`config.mk`:
```
export PLATFORM = sky130hd
export DESIGN_NAME = gpio_input_port
export DESIGN_NICKNAME = d
export VERILOG_FILES = /design/src/rtl/gpio_input_port.sv
export SDC_FILE = /design/constraint.sdc
export NUM_CORES = 1
export LEC_CHECK = 0
export CORE_UTILIZATION = 43
export DETAILED_ROUTE_END_ITERATION = 8
export GPL_TIMING_DRIVEN = 0
export MAX_ROUTING_LAYER = met4
export PLACE_DENSITY = 0.76
export SLEW_MARGIN = 10
export SYNTH_ARGS = -nofsm -noshare
export SYNTH_HDL_FRONTEND = slang
export SYNTH_SLANG_ARGS = --single-unit
```
`constraint.sdc`:
```
create_clock -name clk -period 1.7 [get_ports clk]
set_input_delay 0.51 -clock clk [delete_from_list [all_inputs] [get_ports clk]]
set_output_delay 0.51 -clock clk [all_outputs]
set_load 0.03 [all_outputs]
```
`src/rtl/gpio_input_port.sv`:
```
// gpio_input_port: memory-mapped GPIO input peripheral.
// Pins pass through a two-flop synchronizer and an optional debounce filter, then an
// edge detector. Detected edges land in sticky write-1-to-clear STATUS bits. A level irq
// is raised while any STATUS bit is unmasked.
// Register map (word index): 0 DATA (RO, filtered level), 1 MASK (RW), 2 STATUS (W1C),
// 3 EDGE_SEL (RW, 0 = rising edge, 1 = falling edge).
// Build option: define DEBOUNCE_EN to add a per-pin debounce filter of DEB_CYCLES cycles.
module gpio_input_port #(
  parameter int WIDTH      = 8,
  parameter int DEB_CYCLES = 16
) (
  input  logic             clk,
  input  logic             reset,
  input  logic [WIDTH-1:0] pins,
  input  logic             bus_sel,
  input  logic [1:0]       bus_addr,
  input  logic             bus_we,
  input  logic             bus_rd,
  input  logic [31:0]      bus_wdata,
  output logic [31:0]      bus_rdata,
  output logic             irq
);

  localparam logic [1:0] ADDR_DATA     = 2'd0;
  localparam logic [1:0] ADDR_MASK     = 2'd1;
  localparam logic [1:0] ADDR_STATUS   = 2'd2;
  localparam logic [1:0] ADDR_EDGE_SEL = 2'd3;

  logic [WIDTH-1:0] sync1_reg;
  logic [WIDTH-1:0] sync2_reg;
  logic [WIDTH-1:0] filt;
  logic [WIDTH-1:0] prev_reg;
  logic [WIDTH-1:0] status_reg;
  logic [WIDTH-1:0] status_next;
  logic [WIDTH-1:0] mask_reg;
  logic [WIDTH-1:0] edge_sel_reg;
  logic [WIDTH-1:0] edge_evt;
  logic [31:0]      rdata_reg;
  logic [31:0]      rdata_next;
  logic             irq_reg;

  logic             wr_en;
  logic             rd_en;
  logic [WIDTH-1:0] wr_bits;
  logic             unused_wdata_bits;

  assign wr_en   = bus_sel & bus_we;
  assign rd_en   = bus_sel & bus_rd;
  assign wr_bits = bus_wdata[WIDTH-1:0];
  // Upper write-data bits have no storage behind them.
  assign unused_wdata_bits = ^bus_wdata;

  // Two-flop synchronizer; nothing sits between the stages.
  always_ff @(posedge clk) begin
    if (reset) begin
      sync1_reg <= '0;
      sync2_reg <= '0;
    end else begin
      sync1_reg <= pins;
      sync2_reg <= sync1_reg;
    end
  end

`ifdef DEBOUNCE_EN
  localparam int CW = (DEB_CYCLES > 2) ? $clog2(DEB_CYCLES) : 1;

  generate
    for (genvar gi = 0; gi < WIDTH; gi++) begin : g_deb
      logic [CW-1:0] count_reg;
      logic          filt_bit_reg;

      // The filtered level only follows sync2 after it has disagreed for DEB_CYCLES
      // consecutive cycles; any agreement restarts the count, dropping short glitches.
      always_ff @(posedge clk) begin
        if (reset) begin
          count_reg    <= '0;
          filt_bit_reg <= 1'b0;
        end else if (sync2_reg[gi] == filt_bit_reg) begin
          count_reg <= '0;
        end else if (count_reg == CW'(DEB_CYCLES - 1)) begin
          filt_bit_reg <= sync2_reg[gi];
          count_reg    <= '0;
        end else begin
          count_reg <= count_reg + CW'(1);
        end
      end

      assign filt[gi] = filt_bit_reg;
    end
  endgenerate
`else
  localparam int deb_cycles_unused = DEB_CYCLES;

  assign filt = sync2_reg;
`endif

  // prev is filt one cycle late, so events come only from real filt transitions and a
  // change of EDGE_SEL alone can never create one.
  always_ff @(posedge clk) begin
    if (reset) begin
      prev_reg <= '0;
    end else begin
      prev_reg <= filt;
    end
  end

  generate
    for (genvar gi = 0; gi < WIDTH; gi++) begin : g_edge
      assign edge_evt[gi] = edge_sel_reg[gi] ? (~filt[gi] &  prev_reg[gi])
                                             : ( filt[gi] & ~prev_reg[gi]);
    end
  endgenerate

  // Sticky status: a write of 1 clears, but a same-cycle event wins over the clear.
  always_comb begin
    status_next = status_reg;
    if (wr_en && (bus_addr == ADDR_STATUS)) begin
      status_next = status_next & ~wr_bits;
    end
    status_next = status_next | edge_evt;
  end

  // Read mux samples current register state; result is held until the next read.
  always_comb begin
    rdata_next = rdata_reg;
    if (rd_en) begin
      rdata_next = '0;
      case (bus_addr)
        ADDR_DATA:     rdata_next[WIDTH-1:0] = filt;
        ADDR_MASK:     rdata_next[WIDTH-1:0] = mask_reg;
        ADDR_STATUS:   rdata_next[WIDTH-1:0] = status_reg;
        ADDR_EDGE_SEL: rdata_next[WIDTH-1:0] = edge_sel_reg;
        default:       rdata_next = '0;
      endcase
    end
  end

  // Control registers, status, read data and interrupt all update together.
  always_ff @(posedge clk) begin
    if (reset) begin
      mask_reg     <= '0;
      edge_sel_reg <= '0;
      status_reg   <= '0;
      rdata_reg    <= '0;
      irq_reg      <= 1'b0;
    end else begin
      if (wr_en && (bus_addr == ADDR_MASK)) begin
        mask_reg <= wr_bits;
      end
      if (wr_en && (bus_addr == ADDR_EDGE_SEL)) begin
        edge_sel_reg <= wr_bits;
      end
      status_reg <= status_next;
      rdata_reg  <= rdata_next;
      irq_reg    <= |(status_reg & mask_reg);
    end
  end

  assign bus_rdata = rdata_reg;
  assign irq       = irq_reg;

endmodule

```
* After elaboration in Yosys (flattened, before gate mapping) *
Cells that the tools add are included.

word-level totals
  input port bits = 47
  register bits = 57
  word-level logic and storage cells = 64

cells by class
  mux-type cells = 10
  bitwise operators = 38
  equality and inequality tests = 3
  reductions and logical operators = 5

operator list
  operator            number
  $pmux 8 s4          1
  $and 1x1->1         18
  $and 8x8->8         2
  $not 1->1           16
  $mux 1              8
  $mux 8              1
  $not 8->8           1
  $or 8x8->8          1
  $reduce_or 8->1     1
  $eq 2x2->1 const B  2
  $logic_and 1x1->1   3
  $eq 2x1->1 const B  1
  $logic_not 2->1     1

* Depth between registers and ports, before layout *
  depth after elaboration = 4
  depth in mapped cells = 5
  depth with buffers taken out = 3

* Worst setup path before layout *
OpenSTA, ideal clock, no wires.

  path kind = input to register
  start point = input bus_sel
  end point = register rdata_reg[6] (netlist: bus_rdata[6])
  buffers on the path = 2
  stages = 5
  path slack = 0.287 ns
  data required time = 1.577 ns
  data arrival time = 1.290 ns
  path through = buf_2 and4b_1 buf_2 a222oi_1 inv_1

between the ends
  word-level cells in the longest chain between the ends = 1

RTL lines
  element               line  RTL
  start, declared       15    input logic bus_sel,
  $and 1x1->1           48    assign rd_en = bus_sel & bus_rd;
  end signal, assigned  154   rdata_reg <= rdata_next;
  end, declared         38    logic [31:0] rdata_reg;

No other way between the ends.
A chain may end at the register's enable or synchronous reset.

* Final worst setup path *
  start point = input bus_addr[0]
  end point = register rdata_reg[6] (netlist: bus_rdata[6])

between the ends
  word-level cells in the longest chain between the ends = 2
  elaborated cells between the ends (all ways) = 5
  classes of those cells = eq/ne (3); mux (1); reduce/logical (1)

RTL lines
  element                                   line  RTL
  start, declared                           16    input logic [1:0] bus_addr,
  $eq 2x2->1, or another cell as far along  128   case (bus_addr)
  $pmux 8 s4 (*)                            128

Every way passes the cells marked *; elsewhere a longest branch is shown, timed or not.

==> results <==
- The tool flagged a number of max-cap violations equal to 0.
- The kind of critical path is in2reg.
- In this run the tool buffered the top-level ports with 30 buffer cells.
- The sequential-to-total area share from yosys stat is 0.465.
- The repair_antennas step left the layout with diodes totalling 0.
- The number of vias after detailed routing is between 1.5k and 2k.
- The core region is 5510 um2.
- The routed length per instance is 12.8 um.
- The count of different cell masters after synthesis is 27.
- The net count of the finished layout is 372.
- The first global-routing pass estimated a little over 8 mm of wire.
- The critical path contains buffers and inverters numbering 3 combined.
- 80 I/O pins were placed.
- The final-report max-slew violation count is 0.
- The aggregate global-route resource usage is 0.187.
- The synthesized design spends more area on one cell type than any other, namely sky130_fd_sc_hd__dfxtp_1.
- The highest achievable clock rate is approximately 0.61 GHz.
- The tightest hold path in the finished design has a slack of 0.433 ns.
- Once detail routing completed, the nets flagged for antenna violations numbered 0.
- Clock-pin slew was measured on the worst setup and hold paths at approximately 0.060 ns.
- The level count of the clock H-tree is 3.
- The highest cell delay on the worst timing path is 0.55 ns.
- The cell area after technology mapping is ~2500 um2.
- The design draws 3.20 mW.
- At the later pin of the worst-skew pair, clock insertion delay measures ~0.33 ns.
- The clock tree buffer depth is 2.
- The post-synthesis area per instance is approximately 9.5 um2.
- Relative to the synthesized area, the layout overhead comes to 30.5%.
- The share of total power dissipated in sequential elements is 0.439.
- The kind of cell with the highest combined delay along the critical path is buffers and inverters.
- The critical path crosses 5 cells after its start point.
- The part of the total power dissipated in the clock network is 0.453.
- On the final layout, the worst clock skew is between 0.007 and 0.008 ns.
- The period utilization is 0.961.
- The starting density of the core is 0.446.
- The die covers approximately 6000 um2.
- Setup repair after global routing left no endpoint under its margin.
- The flow ran to the end, and the final reports show no timing, DRC or antenna violations.
- The worst-case IR drop observed on VDD is roughly 0.45 mV.
- The slew at the pin with the worst max-slew slack is roughly 0.64 ns.
- The number of hold buffers added after CTS is 0.
- The detailed placer's ending HPWL is roughly 3.5 mm.
- The site row count is 27.
- The number of setup violations in the final report is 0.
- The layout cell share with drive strength beyond 1 is 0.237.
- The violation count after the first detailed-routing iteration is approximately 130.
- The area share of the largest cell type after synthesis is 0.465.
- The largest individual stage delay along the critical path comes from the cell sky130_fd_sc_hd__clkdlybuf4s50_1.
- By area the synthesized netlist is led by sky130_fd_sc_hd__dfxtp_1 (47%), sky130_fd_sc_hd__buf_4 (7.3%), sky130_fd_sc_hd__nand2_1 (7.0%).
- In this run the tightest slew margin relative to its limit is 0.573.
- The number of antenna violations at the first check in global routing is 0.
- The height of the chip is between 70 and 80 um.
- Counting every sink on the clock net gives 57.
- The startpoint of the lowest-slack register-to-register path is filt[6].
- In this run the worst setup path begins at bus_addr[0].
- The tree is rooted in a sky130_fd_sc_hd__clkbuf_8.
- For flop-to-flop paths, the worst setup slack is 0.63 ns.
- Leaving out fill and tap cells, the most frequent cell in the layout is sky130_fd_sc_hd__dfxtp_1.
- The total iterations of the first detailed-routing run is 4.
- The critical path ends at bus_rdata[6].
- The floorplan step set the die width to ~78 um.
- Leaving out fill and tap cells, the most frequent cells in the layout are sky130_fd_sc_hd__dfxtp_1 (57), sky130_fd_sc_hd__nand2_1 (46), sky130_fd_sc_hd__buf_4 (26), sky130_fd_sc_hd__nor2b_1 (24), sky130_fd_sc_hd__conb_1 (24).
- The share of total power consumed by net switching is 0.226.
- The number of cells on the worst reg-to-reg path is 2.
- Global routing finished with a remaining overflow of 0.
- The tightest min-delay check is of the reg2reg type.
- The worst path needs roughly 1.6 ns of the cycle, external delays included.
- Entering global routing, the biggest net connects 11 pins.
- Routability-driven placement finished with a final weighted congestion of about 0.8.
- In the routed layout, each cell is associated on average with a via count of around 4.8.
- The cell internal power dissipation is 2.48 mW.
- The highest net fanout along the worst path is 8.
- STA classifies the critical path startpoint as an input port.
- Of the total power, combinational logic draws 0.107.
- The type of element capturing the critical path is a register.
- The number of buffers added by the clock tree synthesis step is 9.
- The CTS tree is built.
- The worst endpoint required time is roughly 1.9 ns.
- The critical path goes through clkdlybuf4s50_1 > and4b_1 > buf_2 > a222oi_1 > inv_1.
- In this run the critical register-to-register path is captured at status_reg[6].
- The total length of routed wires is roughly 5 mm.
- After synthesis the netlist holds a flip-flop and latch count of 57.
- STA puts the critical path data arrival time at 1.85 ns.
- In the synthesized netlist, the number of instances is between 200 and 300.
- The analysis attributes to cell leakage a power of 1.42 nW.
- The total power density per cell area is about 1000 nW/um2.
- After detailed routing, the number of remaining DRC violations is 0.
- The number of endpoints with negative hold slack in the final report is 0.
- The number of warnings printed during yosys synthesis is 0.
- The via count of the first global-routing pass was 1696.
- Summed over all nets, the switching power comes to between 0.7 and 0.8 mW.
==> per-layer routing <==
metal | GRT usage | wire [um] | share of wire | vias up
met5 | - | 0 | 0 | -
met4 | 0.111 | 120 | 0.023 | 0
met3 | 0.0576 | 318 | 0.062 | 11
met2 | 0.286 | 2410 | 0.47 | 61
met1 | 0.216 | 2290 | 0.45 | 876
li1 | - | - | - | 966
==> cell families after synthesis <==
family          share of synthesized area
mux                                0.0857
other cells                       0.00153
compound gates                      0.113
flops                               0.465
buf+inv                             0.116
simple gates                        0.219
==> worst reg2reg max path, stage by stage (launching register included) <==
cell and delay (ns):
sky130_fd_sc_hd__dfxtp_1 0.35, sky130_fd_sc_hd__or3b_2 0.46, sky130_fd_sc_hd__a31oi_1 0.18
==> power by group through the flow <==
| stage | sequential, mW | clock (mW) | combinational [mW] |
|---|---|---|---|
| 3_3_place_gp | 1.43 | 0 | 0.330 |
| 3_5_place_dp | 1.44 | 0 | 0.334 |
| 4_1_cts | 1.41 | 1.47 | 0.342 |
| 5_1_grt | 1.41 | 1.54 | 0.369 |
| 6_report | 1.41 | 1.45 | 0.344 |
| 2_1_floorplan | 1.43 | 0 | 0.231 |
==> worst min path at each step <==
stage,cells after the start,endpoint,startpoint
4_1_cts,2,bus_rdata[7],bus_rdata[7]
3_3_place_gp,1,filt[6],sync1_reg[6]
6_report,2,bus_rdata[2],bus_rdata[2]
5_1_grt,1,filt[2],sync1_reg[2]
3_5_place_dp,1,filt[7],sync1_reg[7]
2_1_floorplan,1,filt[0],sync1_reg[0]
==> area by class of cell <==
class | count | area, um2
multi-input cells | 179 | 1120
well taps | 72 | 90.1
inverters | 9 | 33.8
repair buffers | 33 | 329
plain buffers | 36 | 258
fillers | 489 | 2300
clock buffers | 13 | 169
clock inverters | 2 | 60.1
flip-flops and latches | 57 | 1140
==> cells in the mapped netlist <==
cell / number
sky130_fd_sc_hd__a22oi_1: 11
sky130_fd_sc_hd__nor2b_1: 24
sky130_fd_sc_hd__a21oi_1: 17
sky130_fd_sc_hd__a222oi_1: 1
sky130_fd_sc_hd__conb_1: 1
sky130_fd_sc_hd__nand4b_2: 1
sky130_fd_sc_hd__buf_2: 4
sky130_fd_sc_hd__buf_4: 24
sky130_fd_sc_hd__inv_1: 9
sky130_fd_sc_hd__dfxtp_1: 57
sky130_fd_sc_hd__nor4bb_1: 1
sky130_fd_sc_hd__and4_1: 1
sky130_fd_sc_hd__or3b_2: 8
sky130_fd_sc_hd__clkbuf_2: 2
sky130_fd_sc_hd__nand4_1: 1
sky130_fd_sc_hd__nand4b_4: 1
sky130_fd_sc_hd__a31oi_1: 8
sky130_fd_sc_hd__buf_6: 1
sky130_fd_sc_hd__a41oi_1: 1
sky130_fd_sc_hd__and4b_1: 2
sky130_fd_sc_hd__nand2_1: 46
sky130_fd_sc_hd__buf_8: 1
sky130_fd_sc_hd__clkbuf_1: 4
sky130_fd_sc_hd__o21ai_0: 8
sky130_fd_sc_hd__nand3b_1: 8
sky130_fd_sc_hd__mux2_2: 8
sky130_fd_sc_hd__mux2_4: 8
==> metrics by stage <==
step	utilization	area, um2	setup WS (ns)	setup TNS (ns)	instances
final	0.582	3200	0.0670	0	401
after CTS	0.579	3190	0.00542	0	401
after floorplan	-	2540	0.287	0	281
after global placement	0.532	2930	-0.493	-16.59	383
after detailed placement	0.532	2930	-0.506	-17.89	383
after global routing	0.582	3200	0.0180	0	401
==> repair_timing <==
item | 4_1_cts | 5_1_grt
endpoints found under the hold margin | 0 | 0
gates resized for setup | 11 | 7
buffers inserted | 3 | 0
pin swaps | 0 | 0
setup endpoints to repair | 31 | 21
No activity file was read; power rests on OpenSTA's default activity.
